===== config.mk =====
export PLATFORM = sky130hd
export DESIGN_NAME = axis_fifo_tx_sequencer
export DESIGN_NICKNAME = d
export VERILOG_FILES = /design/src/rtl/axis_fifo_tx_pkg.sv /design/src/rtl/axis_fifo_tx_sequencer_app_cmd_port.sv /design/src/rtl/axis_fifo_tx_sequencer.sv
export SDC_FILE = /design/constraint.sdc
export NUM_CORES = 1
export LEC_CHECK = 0
export CORE_MARGIN = 2
export CORE_UTILIZATION = 51
export CTS_CLUSTER_SIZE = 24
export DETAILED_ROUTE_END_ITERATION = 16
export HOLD_SLACK_MARGIN = 0.06
export PLACE_DENSITY = 0.92
export SYNTH_ARGS = -nofsm -noshare
export SYNTH_HDL_FRONTEND = slang
export SYNTH_SLANG_ARGS = --single-unit

===== constraint.sdc =====
create_clock -name aclk -period 2.55 [get_ports aclk]
set_input_delay 0.3825 -clock aclk [delete_from_list [all_inputs] [get_ports aclk]]
set_output_delay 0.3825 -clock aclk [all_outputs]
set_load 0.005 [all_outputs]

===== src/rtl/axis_fifo_tx_pkg.sv =====
// Shared constants and types for the AXI-Stream FIFO transmit sequencer.
// Register offsets, ISR bit masks, FSM state encodings and error codes.
package axis_fifo_tx_pkg;

    localparam logic [31:0] OFF_ISR  = 32'h0000_0000;
    localparam logic [31:0] OFF_IER  = 32'h0000_0004;
    localparam logic [31:0] OFF_TDFV = 32'h0000_000C;
    localparam logic [31:0] OFF_TDFD = 32'h0000_0010;
    localparam logic [31:0] OFF_TLR  = 32'h0000_0014;

    localparam logic [31:0] ISR_ALL  = 32'hFFFF_FFFF;
    localparam logic [31:0] ISR_TC   = 32'h0800_0000;
    localparam logic [31:0] ISR_TPOE = 32'h1000_0000;

    localparam int WCNT_W        = 9;
    localparam int BACKOFF_LAST  = 15;

    typedef enum logic [3:0] {
        S_INIT_ISR,
        S_INIT_IER,
        S_IDLE,
        S_RD_VAC,
        S_BACKOFF,
        S_WR_DATA,
        S_WR_TLR,
        S_WAIT_TC,
        S_RD_ISR,
        S_CLR_ISR,
        S_ERR
    } seq_state_t;

    typedef enum logic [1:0] {
        P_IDLE,
        P_SETUP,
        P_STROBE,
        P_WAIT
    } port_state_t;

    typedef enum logic [2:0] {
        ERR_NONE        = 3'd0,
        ERR_WR_RESP     = 3'd1,
        ERR_RD_RESP     = 3'd2,
        ERR_CMD_TIMEOUT = 3'd3,
        ERR_TC_TIMEOUT  = 3'd4,
        ERR_OVERSIZE    = 3'd5,
        ERR_TPOE        = 3'd6
    } err_code_t;

    // TLR takes a byte count: words * 4, zero-extended from 11 bits.
    function automatic logic [31:0] tlr_bytes(input logic [WCNT_W-1:0] words);
        return {21'd0, words, 2'b00};
    endfunction

endpackage


===== src/rtl/axis_fifo_tx_sequencer_app_cmd_port.sv =====
// Single-beat command issuer for the app_* port: sets up addr/data one cycle
// ahead of a one-cycle strobe, holds them until done, and times out the wait.
module app_cmd_port
    import axis_fifo_tx_pkg::*;
#(
    parameter int TIMEOUT = 1024
) (
    input  logic        aclk,
    input  logic        reset,
    input  logic        wr_req,
    input  logic        rd_req,
    input  logic [31:0] req_addr,
    input  logic [31:0] req_data,
    output logic        cmd_done,
    output logic        cmd_err,
    output logic        cmd_timeout,
    output logic [31:0] cmd_rdata,
    output logic [31:0] app_waddr,
    output logic [31:0] app_wdata,
    output logic        app_wen,
    input  logic        app_wdone,
    input  logic        app_werror,
    output logic [31:0] app_raddr,
    output logic        app_ren,
    input  logic [31:0] app_rdata,
    input  logic        app_rdone,
    input  logic        app_rerror
);
    localparam int TW = $clog2(TIMEOUT + 1);

    port_state_t   state_reg, state_next;
    logic [31:0]   waddr_reg, waddr_next;
    logic [31:0]   wdata_reg, wdata_next;
    logic [31:0]   raddr_reg, raddr_next;
    logic          wen_reg, wen_next;
    logic          ren_reg, ren_next;
    logic          is_wr_reg, is_wr_next;
    logic [TW-1:0] timer_reg, timer_next;
    logic          resp_done, resp_err;

    always_ff @(posedge aclk or negedge reset) begin
        if (!reset) begin
            state_reg <= P_IDLE;
            waddr_reg <= '0;
            wdata_reg <= '0;
            raddr_reg <= '0;
            wen_reg   <= 1'b0;
            ren_reg   <= 1'b0;
            is_wr_reg <= 1'b0;
            timer_reg <= '0;
        end else begin
            state_reg <= state_next;
            waddr_reg <= waddr_next;
            wdata_reg <= wdata_next;
            raddr_reg <= raddr_next;
            wen_reg   <= wen_next;
            ren_reg   <= ren_next;
            is_wr_reg <= is_wr_next;
            timer_reg <= timer_next;
        end
    end

    always_comb begin
        state_next  = state_reg;
        waddr_next  = waddr_reg;
        wdata_next  = wdata_reg;
        raddr_next  = raddr_reg;
        wen_next    = 1'b0;
        ren_next    = 1'b0;
        is_wr_next  = is_wr_reg;
        timer_next  = timer_reg;
        cmd_done    = 1'b0;
        cmd_err     = 1'b0;
        cmd_timeout = 1'b0;
        cmd_rdata   = app_rdata;
        resp_done   = is_wr_reg ? app_wdone  : app_rdone;
        resp_err    = is_wr_reg ? app_werror : app_rerror;
        case (state_reg)
            P_IDLE: begin
                if (wr_req) begin
                    waddr_next = req_addr;
                    wdata_next = req_data;
                    is_wr_next = 1'b1;
                    timer_next = '0;
                    state_next = P_SETUP;
                end else if (rd_req) begin
                    raddr_next = req_addr;
                    is_wr_next = 1'b0;
                    timer_next = '0;
                    state_next = P_SETUP;
                end
            end
            P_SETUP: begin
                wen_next   = is_wr_reg;
                ren_next   = !is_wr_reg;
                timer_next = timer_reg + 1'b1;
                state_next = P_STROBE;
            end
            P_STROBE, P_WAIT: begin
                if (resp_done) begin
                    cmd_done   = 1'b1;
                    cmd_err    = resp_err;
                    state_next = P_IDLE;
                end else if (timer_reg == TW'(TIMEOUT - 1)) begin
                    cmd_timeout = 1'b1;
                    state_next  = P_IDLE;
                end else begin
                    timer_next = timer_reg + 1'b1;
                    state_next = P_WAIT;
                end
            end
            default: state_next = P_IDLE;
        endcase
    end

    assign app_waddr = waddr_reg;
    assign app_wdata = wdata_reg;
    assign app_raddr = raddr_reg;
    assign app_wen   = wen_reg;
    assign app_ren   = ren_reg;

endmodule


===== src/rtl/axis_fifo_tx_sequencer.sv =====
// Transmit sequencer for the AXI-Lite Stream FIFO: init, vacancy check,
// TDFD data writes, TLR length write, TC wait and ISR clear, with sticky errors.
module axis_fifo_tx_sequencer
    import axis_fifo_tx_pkg::*;
#(
    parameter logic [31:0] BASEADDR  = 32'h44A0_0000,
    parameter logic [31:0] IER_VAL   = 32'h0C00_0000,
    parameter int          MAX_WORDS = 256,
    parameter int          TIMEOUT   = 1024
) (
    input  logic        aclk,
    input  logic        reset,
    input  logic [31:0] s_tdata,
    input  logic        s_tvalid,
    input  logic        s_tlast,
    output logic        s_tready,
    output logic [31:0] app_waddr,
    output logic [31:0] app_wdata,
    output logic        app_wen,
    input  logic        app_wdone,
    input  logic        app_werror,
    output logic [31:0] app_raddr,
    output logic        app_ren,
    input  logic [31:0] app_rdata,
    input  logic        app_rdone,
    input  logic        app_rerror,
    input  logic        fifo_irq,
    output logic        busy,
    output logic        pkt_done,
    output logic        err,
    output logic [2:0]  err_code,
    input  logic        err_clr
);
    localparam int TW = $clog2(TIMEOUT + 1);

    seq_state_t        state_reg, state_next;
    logic              issued_reg, issued_next;
    logic [WCNT_W-1:0] wcnt_reg, wcnt_next;
    logic [31:0]       vac_reg, vac_next;
    logic              last_reg, last_next;
    logic [3:0]        bk_cnt_reg, bk_cnt_next;
    logic [TW-1:0]     tc_timer_reg, tc_timer_next;
    logic              err_reg, err_next;
    err_code_t         err_code_reg, err_code_next;
    logic              pkt_done_reg, pkt_done_next;
    logic              busy_reg;

    logic              wr_req, rd_req;
    logic [31:0]       req_addr, req_data;
    logic              cmd_done, cmd_err, cmd_timeout;
    logic [31:0]       cmd_rdata;

    app_cmd_port #(.TIMEOUT(TIMEOUT)) u_port (
        .aclk        (aclk),
        .reset       (reset),
        .wr_req      (wr_req),
        .rd_req      (rd_req),
        .req_addr    (req_addr),
        .req_data    (req_data),
        .cmd_done    (cmd_done),
        .cmd_err     (cmd_err),
        .cmd_timeout (cmd_timeout),
        .cmd_rdata   (cmd_rdata),
        .app_waddr   (app_waddr),
        .app_wdata   (app_wdata),
        .app_wen     (app_wen),
        .app_wdone   (app_wdone),
        .app_werror  (app_werror),
        .app_raddr   (app_raddr),
        .app_ren     (app_ren),
        .app_rdata   (app_rdata),
        .app_rdone   (app_rdone),
        .app_rerror  (app_rerror)
    );

    always_ff @(posedge aclk or negedge reset) begin
        if (!reset) begin
            state_reg    <= S_INIT_ISR;
            issued_reg   <= 1'b0;
            wcnt_reg     <= '0;
            vac_reg      <= '0;
            last_reg     <= 1'b0;
            bk_cnt_reg   <= '0;
            tc_timer_reg <= '0;
            err_reg      <= 1'b0;
            err_code_reg <= ERR_NONE;
            pkt_done_reg <= 1'b0;
            busy_reg     <= 1'b0;
        end else begin
            state_reg    <= state_next;
            issued_reg   <= issued_next;
            wcnt_reg     <= wcnt_next;
            vac_reg      <= vac_next;
            last_reg     <= last_next;
            bk_cnt_reg   <= bk_cnt_next;
            tc_timer_reg <= tc_timer_next;
            err_reg      <= err_next;
            err_code_reg <= err_code_next;
            pkt_done_reg <= pkt_done_next;
            busy_reg     <= (state_next != S_IDLE);
        end
    end

    always_comb begin
        state_next    = state_reg;
        issued_next   = issued_reg;
        wcnt_next     = wcnt_reg;
        vac_next      = vac_reg;
        last_next     = last_reg;
        bk_cnt_next   = bk_cnt_reg;
        tc_timer_next = tc_timer_reg;
        err_next      = err_reg;
        err_code_next = err_code_reg;
        pkt_done_next = 1'b0;
        wr_req        = 1'b0;
        rd_req        = 1'b0;
        req_addr      = BASEADDR;
        req_data      = '0;

        // The word is consumed on the strobe cycle, so count it there.
        if (app_wen && state_reg == S_WR_DATA) begin
            wcnt_next = wcnt_reg + 1'b1;
            vac_next  = vac_reg - 32'd1;
        end

        case (state_reg)
            S_INIT_ISR: begin
                req_addr = BASEADDR + OFF_ISR;
                req_data = ISR_ALL;
                wr_req   = !issued_reg;
                if (cmd_done && !cmd_err) state_next = S_INIT_IER;
            end
            S_INIT_IER: begin
                req_addr = BASEADDR + OFF_IER;
                req_data = IER_VAL;
                wr_req   = !issued_reg;
                if (cmd_done && !cmd_err) state_next = S_IDLE;
            end
            S_IDLE: begin
                wcnt_next = '0;
                if (s_tvalid) state_next = S_RD_VAC;
            end
            S_RD_VAC: begin
                req_addr = BASEADDR + OFF_TDFV;
                rd_req   = !issued_reg;
                if (cmd_done && !cmd_err) begin
                    vac_next    = cmd_rdata;
                    bk_cnt_next = '0;
                    state_next  = (cmd_rdata == 32'd0) ? S_BACKOFF : S_WR_DATA;
                end
            end
            S_BACKOFF: begin
                if (bk_cnt_reg == 4'(BACKOFF_LAST)) state_next = S_RD_VAC;
                else bk_cnt_next = bk_cnt_reg + 1'b1;
            end
            S_WR_DATA: begin
                req_addr = BASEADDR + OFF_TDFD;
                req_data = s_tdata;
                if (!issued_reg) begin
                    if (s_tvalid) begin
                        // Reject the word past the limit before it is consumed.
                        if (wcnt_reg == WCNT_W'(MAX_WORDS)) begin
                            state_next    = S_ERR;
                            err_next      = 1'b1;
                            err_code_next = ERR_OVERSIZE;
                        end else begin
                            wr_req    = 1'b1;
                            last_next = s_tlast;
                        end
                    end
                end else if (cmd_done && !cmd_err) begin
                    if (last_reg)            state_next = S_WR_TLR;
                    else if (vac_reg == 32'd0) state_next = S_RD_VAC;
                end
            end
            S_WR_TLR: begin
                req_addr = BASEADDR + OFF_TLR;
                req_data = tlr_bytes(wcnt_reg);
                wr_req   = !issued_reg;
                if (cmd_done && !cmd_err) begin
                    tc_timer_next = '0;
                    state_next    = S_WAIT_TC;
                end
            end
            S_WAIT_TC: begin
                if (fifo_irq) begin
                    state_next = S_RD_ISR;
                end else if (tc_timer_reg == TW'(TIMEOUT - 1)) begin
                    state_next    = S_ERR;
                    err_next      = 1'b1;
                    err_code_next = ERR_TC_TIMEOUT;
                end else begin
                    tc_timer_next = tc_timer_reg + 1'b1;
                end
            end
            S_RD_ISR: begin
                req_addr = BASEADDR + OFF_ISR;
                rd_req   = !issued_reg;
                if (cmd_done && !cmd_err) begin
                    if ((cmd_rdata & ISR_TPOE) != 32'd0) begin
                        state_next    = S_ERR;
                        err_next      = 1'b1;
                        err_code_next = ERR_TPOE;
                    end else if ((cmd_rdata & ISR_TC) != 32'd0) begin
                        state_next = S_CLR_ISR;
                    end else begin
                        tc_timer_next = '0;
                        state_next    = S_WAIT_TC;
                    end
                end
            end
            S_CLR_ISR: begin
                req_addr = BASEADDR + OFF_ISR;
                req_data = ISR_TC;
                wr_req   = !issued_reg;
                if (cmd_done && !cmd_err) begin
                    pkt_done_next = 1'b1;
                    wcnt_next     = '0;
                    state_next    = S_IDLE;
                end
            end
            S_ERR: begin
                if (err_clr) begin
                    err_next      = 1'b0;
                    err_code_next = ERR_NONE;
                    state_next    = S_INIT_ISR;
                end
            end
            default: state_next = S_INIT_ISR;
        endcase

        if (cmd_timeout) begin
            state_next    = S_ERR;
            err_next      = 1'b1;
            err_code_next = ERR_CMD_TIMEOUT;
        end else if (cmd_done && cmd_err) begin
            state_next    = S_ERR;
            err_next      = 1'b1;
            err_code_next = (state_reg == S_RD_VAC || state_reg == S_RD_ISR) ? ERR_RD_RESP : ERR_WR_RESP;
        end

        if (wr_req || rd_req) issued_next = 1'b1;
        if (state_next != state_reg || cmd_done) issued_next = 1'b0;
    end

    assign s_tready = app_wen && (state_reg == S_WR_DATA);
    assign busy     = busy_reg;
    assign pkt_done = pkt_done_reg;
    assign err      = err_reg;
    assign err_code = err_code_reg;

endmodule


---- Word-level counts from Yosys, hierarchy flattened ----
Cells that the tools add are included.
word-level totals
  input bits .............................. 74
  bits in read-only memories .............. 0
  bits in registers ....................... 180
  RAM bits ................................ 0
  memories ................................ 0
  bits in latches ......................... 0
operators by class
  reductions and logical operators ........ 30
  add/subtract/negate cells ............... 5
  $lt $le $gt $ge ......................... 0
  bitwise operators ....................... 3
  $mul .................................... 0
  shifts and indexed selects .............. 0
  equality and inequality tests ........... 38
  mux-type cells .......................... 95
  divide/modulo/power cells ............... 0
operator list
  operator                 count
  $pmux W32 S5             1
  $mux W11                 10
  $mux W32                 3
  $mux W4                  22
  $pmux W11 S3             2
  $logic_not A32 Y1        2
  $pmux W4 S10             1
  $mux W1                  32
  $ne A4 B4 Y1 const B     8
  $sub A32 B1 Y32 const B  1
  $mux W3                  10
  $add A11 B1 Y11 const B  2
  $eq A11 B10 Y1 const B   2
  $ne A2 B2 Y1 const B     10
  $pmux W5 S4              1
  $mux W9                  2
  $pmux W9 S2              1
  $eq A4 B3 Y1 const B     4
  $eq A4 B4 Y1 const B     4
  $pmux W3 S4              1
  $mux W2                  5
  $add A9 B1 Y9 const B    1
  $eq A9 B9 Y1 const B     1
  $reduce_and A3 Y1        3
  other kinds (27)         42

---- Depth between registers and ports, before layout ----
Gate-level depths: netlist of the first run.
  depth in word-level cells ............... 13
  mapped depth ............................ 10
  mapped depth without buffers ............ 9

---- Hierarchy ----
A second synthesis of the first run with hierarchy kept.
second synthesis, totals
  cells, all modules ...................... 855
  area total of the unflattened synthesis .. 9205.1 um^2
modules (own cells, without submodules)
  module                  cells each  sequential area each (um^2)  area each (um^2)  times used
  app_cmd_port            329         2802.7                       4709.5            1
  axis_fifo_tx_sequencer  526         1701.6                       4495.6            1

---- Worst setup path before layout of the first run ----
OpenSTA, ideal clock, no wires.
  kind .................................... register to register
  from .................................... reg wcnt_reg[0]
  to ...................................... reg u_port.wdata_reg[27], in the netlist u_port.app_wdata[27]
  period minus slack after synthesis ...... 2.286 ns
  required time ........................... 2.425 ns
  path buffers ............................ 2
  arrival time ............................ 2.161 ns
  slack ................................... 0.264 ns
  cell stages (with the launch flop) ...... 11
  cell sequence ........................... dfrtp_1 inv_1 ha_1 nor4b_1 a21oi_1 o21ai_0 a21oi_1 o21a_1 buf_6 buf_6 mux2_4
between the ends
  word-level cells in the longest chain between the ends .. 6
ends and longest elaborated chain
  element                             line                                       text
  from (decl)                         axis_fifo_tx_sequencer.sv:38               logic [WCNT_W-1:0] wcnt_reg, wcnt_next;
  from (signal assigned)              axis_fifo_tx_sequencer.sv:92               wcnt_reg <= wcnt_next;
  $eq A9 B9 Y1                        axis_fifo_tx_sequencer.sv:162              if (wcnt_reg == WCNT_W'(MAX_WORDS)) begin
  $mux W1                             axis_fifo_tx_sequencer.sv:162
  $mux W1                             axis_fifo_tx_sequencer.sv:160              if (s_tvalid) begin
  $mux W1                             axis_fifo_tx_sequencer.sv:159              if (!issued_reg) begin
  $pmux W1 S2                         axis_fifo_tx_sequencer.sv:126              case (state_reg)
  $reduce_and A2 Y1 (no source line)  --
  to (signal assigned)                axis_fifo_tx_sequencer_app_cmd_port.sv:54  wdata_reg <= wdata_next;
  to (decl)                           axis_fifo_tx_sequencer_app_cmd_port.sv:33  logic [31:0] wdata_reg, wdata_next;
No other way between the ends.
A chain may end at the register's enable or synchronous reset.

---- Final worst setup path of the first run ----
  from .................................... reg state_reg[0]
  to ...................................... out s_tready
between the ends
  word-level cells in the longest chain between the ends .. 2
ends and longest elaborated chain
  element                 line                           text
  from (decl)             axis_fifo_tx_sequencer.sv:36   seq_state_t state_reg, state_next;
  from (signal assigned)  axis_fifo_tx_sequencer.sv:90   state_reg <= state_next;
  $eq A4 B3 Y1            axis_fifo_tx_sequencer.sv:246  assign s_tready = app_wen && (state_reg == S_WR_DATA);
  $logic_and A1 B1 Y1     axis_fifo_tx_sequencer.sv:246
  to (decl)               axis_fifo_tx_sequencer.sv:16   output logic s_tready,
No other way between the ends.

==> results of run 1 <==
-- logic make-up after synthesis --
| kind of cell | share of synthesized area [%] |
|---|---|
| compound gates | 13.93 |
| xor+xnor | 4.947 |
| fa+ha+maj | 1.010 |
| buf+inv | 10.43 |
| flops | 41.73 |
| mux | 6.764 |
| other cells | 0.05043 |
| simple gates | 21.13 |
-- power groups by stage --
| stage | combinational [mW] | clock (mW) | sequential [mW] |
|---|---|---|---|
| after global routing | 4.46 | 2.44 | 3.49 |
| after CTS | 4.07 | 2.34 | 3.37 |
| final | 4.08 | 2.31 | 3.39 |
| after detailed placement | 4.00 | 0 | 3.36 |
| after global placement | 3.87 | 0 | 3.34 |
| after floorplan | 2.51 | 0 | 3.21 |
-- cells in the final DEF (no fill, tap or decap), types with 3 or more instances in the layout --
cell             synthesis  routed
mux2i_1                 33      33
nand2b_1                13      13
clkbuf_16                0      17
nor4_1                  23      23
nor2b_1                  8       8
and4_1                   4       4
xor2_1                  17      17
or4_1                    4       4
o21ai_0                 36      35
clkinv_2                 0       5
and3_1                  10      10
or2_2                    6       6
clkbuf_1                27       3
nor3_1                  23      22
clkdlybuf4s50_1          0     127
ha_1                     6       6
conb_1                   1      50
dfrtp_1                124     123
inv_1                   38      38
a21oi_1                 92      92
mux2_2                  14      14
nand4_1                 16      16
buf_12                   0       4
nand2_1                 47      47
a31oi_1                  8       8
nor2_1                  89      89
and2_1                   8       8
or3_1                    9       9
a21o_1                   3       3
nand3_1                 16      16
o31ai_1                  6       6
xnor2_1                 25      25
a211oi_1                 3       3
buf_4                   56      47
and4b_1                  3       3
-- worst paths after layout --
check / end / slack (ns) / startpoint / depth (start not counted)
setup / recovery: s_tready / 0.11 / state_reg[0] / 3
hold / removal: u_port.app_wdata[22] / 0.07 / reset / 2
setup reg to reg: busy / 0.14 / wcnt_reg[1] / 9
hold reg to reg: u_port.app_raddr[4] / 0.49 / u_port.app_raddr[4] / 1
max in group asynchronous: tc_timer_reg[5] / 2.00 / reset / 2
min in group aclk: u_port.app_raddr[4] / 0.49 / u_port.app_raddr[4] / 1
-- cell type report --
class	instances	area [µm²]	share of cell area (%)
sequential	124	3104	32.58
clock buffer	22	464.2	4.871
clock inverter	8	93.84	0.9848
tap	184	230.2	2.416
multi-input combinational	622	3786	39.73
inverter	39	146.4	1.536
timing repair buffer	178	1704	17.88
-- repair_timing --
item,4_1_cts,5_1_grt
hold buffers,0,0
hold endpoints to repair,0,0
resized for setup,0,3
setup endpoints to repair,0,7
-- synthesized netlist by cell type, types with 16 or more instances --
master    instances
xor2_1           17
nand4_1          16
buf_4            56
nor3_1           23
clkbuf_1         27
xnor2_1          25
inv_1            38
a21oi_1          92
nor4_1           23
o21ai_0          36
mux2i_1          33
nand2_1          47
dfrtp_1         124
nor2_1           89
nand3_1          16
-- metal layers --
layer	routed length (µm)	vias up	global-route usage, %	share of wire [%]
met2	9695	300	42.98	49
met5	0	-	0	0
met3	1561	31	6.830	7.8
met4	383	0	8.394	1.9
li1	-	3130	-	-
met1	8308	3192	32.66	42
-- stage by stage --
step | power (mW) | util (%) | setup slack (ns) | std cells
6_report | 9.789 | 66.32 | 0.1075 | 1177
5_1_grt | 10.40 | 66.32 | 0.01173 | 1177
4_1_cts | 9.780 | 66.22 | 0.09852 | 1177
3_5_place_dp | 7.352 | 62.34 | 0.004170 | 1147
3_3_place_gp | 7.211 | 62.34 | 0.1049 | 1147
2_1_floorplan | 5.716 | - | 0.2637 | 888
==> qor.txt, run 1 <==
Outcome: finished clean
Max incr delay on CP: 0.62 ns
Placed cell area: 0.008957 mm²
Worst Path Max Fanout: 12
Tmin final: 2.443 ns
Post-CTS setup buffer count: 0
Final wirelength: 19.95 mm
IO buf count: 128
Yosys top cell by area: dfrtp_1
Switching part of the total power: 36.64%
Worst Hold Class: in -> async
Routed vias: 6,653
Hpwl dp: 13.89 mm
Switching Power: 3.586 mW
Synth top area share: 41.73%
Combinational power share: 41.7%
TritonCTS clock tree: done
Total inserted antenna cells: 0
Unrepaired setup endpoints after global routing: no
Syn Std Cell Area: 0.007436 mm²
Worst path slowest cell: dfrtp_1
Register area share after synthesis: 41.73%
Layout cells sized above 1: 11.58%
Die Height: 124.8 µm
Required time of the worst setup path: 2.17 ns
Initial DRC Count: 597
GRT Resource Usage Total: 25.76%
Pleak: 4.034 nW
Skew-Pair Late Insertion Delay: 0.42 ns
Initial antenna violation count: 0
Area added between synthesis and finish: 28.15%
Final Cell Area: 0.009529 mm²
Worst Path Buf+Inv: 1
Via density: 5.653
CTS clk-pin slew, worst paths: 0.05 ns
Die Area: 0.01556 mm²
Routed WL per cell: 16.95 µm
Yosys warning count: 0
Mean Syn Cell Area: 8.863 µm²
Critical path, cell by cell: and3b_1 -> and2_1 -> clkdlybuf4s50_1
Pwr Density: 1027 mW/mm²
Max cap viols: 0
Fillers: 1,112
Ports: 179
Pin count of the biggest net entering global routing: 125
CTS root buffer: clkbuf_16
Async S/R FF share, synth: 100.0%
Number of global-route vias before repair: 6,511
Final setup vio count: 0
Critical Path AT: 2.06 ns
Startpoint type of the worst setup path: flip-flop
Initial Utilization: 51.75%
Int Power: 6.202 mW
H-tree levels: 4
Clk sink count: 124
Relative slew slack: 51.82%
Least-Margin Pin Slew: 0.7137 ns
Final net count: 1,062
Setup tns final: 0 ns
DRC viols: 0
Yosys cell types: 69
Hold Vio Cnt, Final: 0
Cell family with most CP delay: flip-flops
Gpl congestion: 0.9366
Clock power share: 23.6%
Die W: 124.8 µm
Final worst path period share: 95.79%
Most common flop cell mapped by yosys: dfrtp_1
Std-Cell Core Area: 0.01437 mm²
Max Clk Rate: 0.4094 GHz
Drt pass-1 iters: 5
Number of flops mapped to enable cells by yosys: 0
Fin Hold WS: 0.06943 ns
Num CTS Buffers: 17
Worst setup EP type: output port
VDD IR-drop max: 0.0007052 V
Worst Skew: 0.008911 ns
Fin. max-slew vios: 0
Crit Path Class: reg -> out
Reg power frac: 34.6%
Total gr overflow: 0
Clock Tree Buf Depth: 2
FP Rows: 44
#FFs+latches synth: 124
Area contributors post-synth: dfrtp_1 (42%), a21oi_1 (6.2%), buf_4 (5.7%)
Routed Antenna Nets: 0
Cell count after synthesis: 839
Global-route wire length before repair: 32.51 mm
No activity file was read; power rests on OpenSTA's default activity.
==> run 2: changes to the inputs <==
--- a/config.mk
+++ b/config.mk
@@ -6,11 +6,11 @@
 export NUM_CORES = 1
 export LEC_CHECK = 0
 export CORE_MARGIN = 2
-export CORE_UTILIZATION = 51
+export CORE_UTILIZATION = 40
 export CTS_CLUSTER_SIZE = 24
 export DETAILED_ROUTE_END_ITERATION = 16
 export HOLD_SLACK_MARGIN = 0.06
-export PLACE_DENSITY = 0.92
+export PLACE_DENSITY = 0.77
 export SYNTH_ARGS = -nofsm -noshare
 export SYNTH_HDL_FRONTEND = slang
 export SYNTH_SLANG_ARGS = --single-unit
==> run 2 against run 1 <==
- combinational power decreased by 1%
- via count decreased by 2.8%
- non-clock buffer count increased by 9
==> qor.txt, run 2 (synthesized netlist as in run 1, its figures left out) <==
Drt pass-1 iters: 5 (unchanged)
Skew-Pair Late Insertion Delay: 0.43 ns (about the same)
Critical Path AT: 2.02 ns (-0.04 ns)
Final worst path period share: 94.32% (-1.5 points)
Final setup vio count: 0 (unchanged)
FP Rows: 49 (+11%)
CTS clk-pin slew, worst paths: 0.06 ns (about the same)
IO buf count: 128 (unchanged)
Worst Hold Class: in -> async
Max Clk Rate: 0.4158 GHz (+1.6%)
Core Util, Final: 53.71% (-13 points)
Routed Antenna Nets: 0 (unchanged)
Global route hottest layer: met2
Final net count: 1,071 (+0.85%)
Layout cells sized above 1: 12.85% (+1.3 points)
Initial DRC Count: 351 (-41%)
Most frequent cells in the layout: clkdlybuf4s50_1 (127), dfrtp_1 (124), a21oi_1 (92)
Ports: 179 (unchanged)
Placed cell count: 1,200 (+4.6%)
Startpoint type of the worst setup path: flip-flop
Die W: 140.3 µm (+13%)
Hpwl dp: 14.41 mm (+3.8%)
Final wirelength: 19.76 mm (-0.93%)
Met3 Use GR: 5.812% (-1.0 points)
Setup slack after layout: 0.1449 ns (+0.03747 ns)
Relative slew slack: 50.52% (-1.3 points)
Met2 usage: 33.18% (-9.8 points)
Via density: 5.246 (-7.2%)
Initial antenna violation count: 0 (unchanged)
Std-Cell Core Area: 0.01809 mm² (+26%)
Required time of the worst setup path: 2.17 ns (about the same)
Most common cell after layout, fill and taps aside: clkdlybuf4s50_1
Reg2Reg Depth: 10 (+1)
Global-route wire length before repair: 32.16 mm (-1.1%)
Pin count of the biggest net entering global routing: 61 (-51%)
Die Height: 140.3 µm (+13%)
Pwr Density: 1018 mW/mm² (-0.88%)
Total gr overflow: 0 (unchanged)
CTS root buffer: clkbuf_16
Outcome: finished clean
Pre-CTS WS: -0.03262 ns (-0.03679 ns)
Routed WL per cell: 16.03 µm (-5.4%)
Met1 usage: 26.05% (-6.6 points)
Initial Utilization: 41.11% (-11 points)
Least-Margin Pin Slew: 0.7407 ns (+0.02707 ns)
TritonCTS clock tree: done
Worst setup EP type: output port
Routed vias: 6,468 (-2.8%)
VDD IR-drop max: 0.0005905 V (-16%)
Worst Skew: 0.01707 ns (+0.008156 ns)
Flop2flop setup slack: 0.20 ns (+0.06 ns)
Reg-to-reg startpoint: wcnt_reg[1]
Num CTS Buffers: 17 (unchanged)
Clk sink count: 124 (unchanged)
Max cap viols: 0 (unchanged)
CP Launch Point: state_reg[1]
Die Area: 0.01970 mm² (+27%)
Area added between synthesis and finish: 30.64%
Fin. max-slew vios: 0 (unchanged)
Gpl congestion: 0.9265 (-1.1%)
Tmin final: 2.405 ns (-0.03747 ns)
Hold Vio Cnt, Final: 0 (unchanged)
Number of global-route vias before repair: 6,348 (-2.5%)
GRT Resource Usage Total: 20.49% (-5.3 points)
Fin cells: 1,233 (+4.8%)
Clock Tree Buf Depth: 2 (unchanged)
Total inserted antenna cells: 0 (unchanged)
DRC viols: 0 (unchanged)
Pleak: 4.104 nW (+1.7%)
Crit Path Class: reg -> out
Unrepaired setup endpoints after global routing: no
H-tree levels: 4 (unchanged)
Worst Path Max Fanout: 11 (-1)
[run 2: cell types whose count changed in the layout (fill, tap and decap cells not counted), moves of 3 or more]
| cell | before | now |
|---|---|---|
| buf_4 | 47 | 54 |
| clkbuf_1 | 3 | 0 |
| clkinv_2 | 5 | 1 |
| inv_6 | 0 | 6 |
[run 2: worst paths after layout]
| path | endpoint |
|---|---|
| min in group aclk | u_port.app_raddr[3] |
| worst max-delay path | s_tready |
| worst min register to register | u_port.app_raddr[3] |
| worst min-delay path | vac_reg[16] |
| worst max register to register | u_port.app_waddr[26] |
| max in group asynchronous | u_port.is_wr_reg |
[run 2: report_power, final]
group	switching, mW	internal, mW
sequential	0.716	2.68
clock	0.996	1.47
combinational	1.94	2.09
total	3.65	6.24
[run 2: timing repair]
| item | CTS | global route |
|---|---|---|
| gates resized for setup | 0 | 4 |
| hold buffers | 1 | 0 |
| hold endpoints to repair | 19 | 0 |
| setup buffers | 0 | 0 |
| setup endpoints to repair | 0 | 3 |
[run 2: critical path, stage by stage, from the launching register on]
cell and delay (ns):
dfrtp_1 0.52, and3b_1 0.39, and2_1 0.18, clkdlybuf4s50_1 0.51
[run 2: area by class of cell]
class / instances / area [µm²]
clock inverter: 15 / 173.9
inverter: 39 / 146.4
sequential: 124 / 3103
clock buffer: 17 / 425.4
fill: 1627 / 8372
multi-input combinational: 622 / 3792
timing repair buffer: 187 / 1787
tap: 229 / 286.5
[run 2: metal layers]
metal  vias to the layer above  wire (µm)  part of all wire (%)
met5                         -          0                     0
met2                       214       9145                    46
met1                      3078       8770                    44
li1                       3146          -                     -
met3                        30       1411                   7.1
met4                         0        435                   2.2
[run 2: stage by stage]
stage          power, mW  hold slack, ns  area (µm²)   TNS, ns
2_1_floorplan      5.716         0.08691        7620         0
3_3_place_gp       7.314          0.2940        9086         0
3_5_place_dp       7.403          0.2953        9086  -0.03262
4_1_cts            9.937          0.3839        9696         0
5_1_grt            10.56          0.4133        9714         0
6_report           9.891          0.3937        9714         0
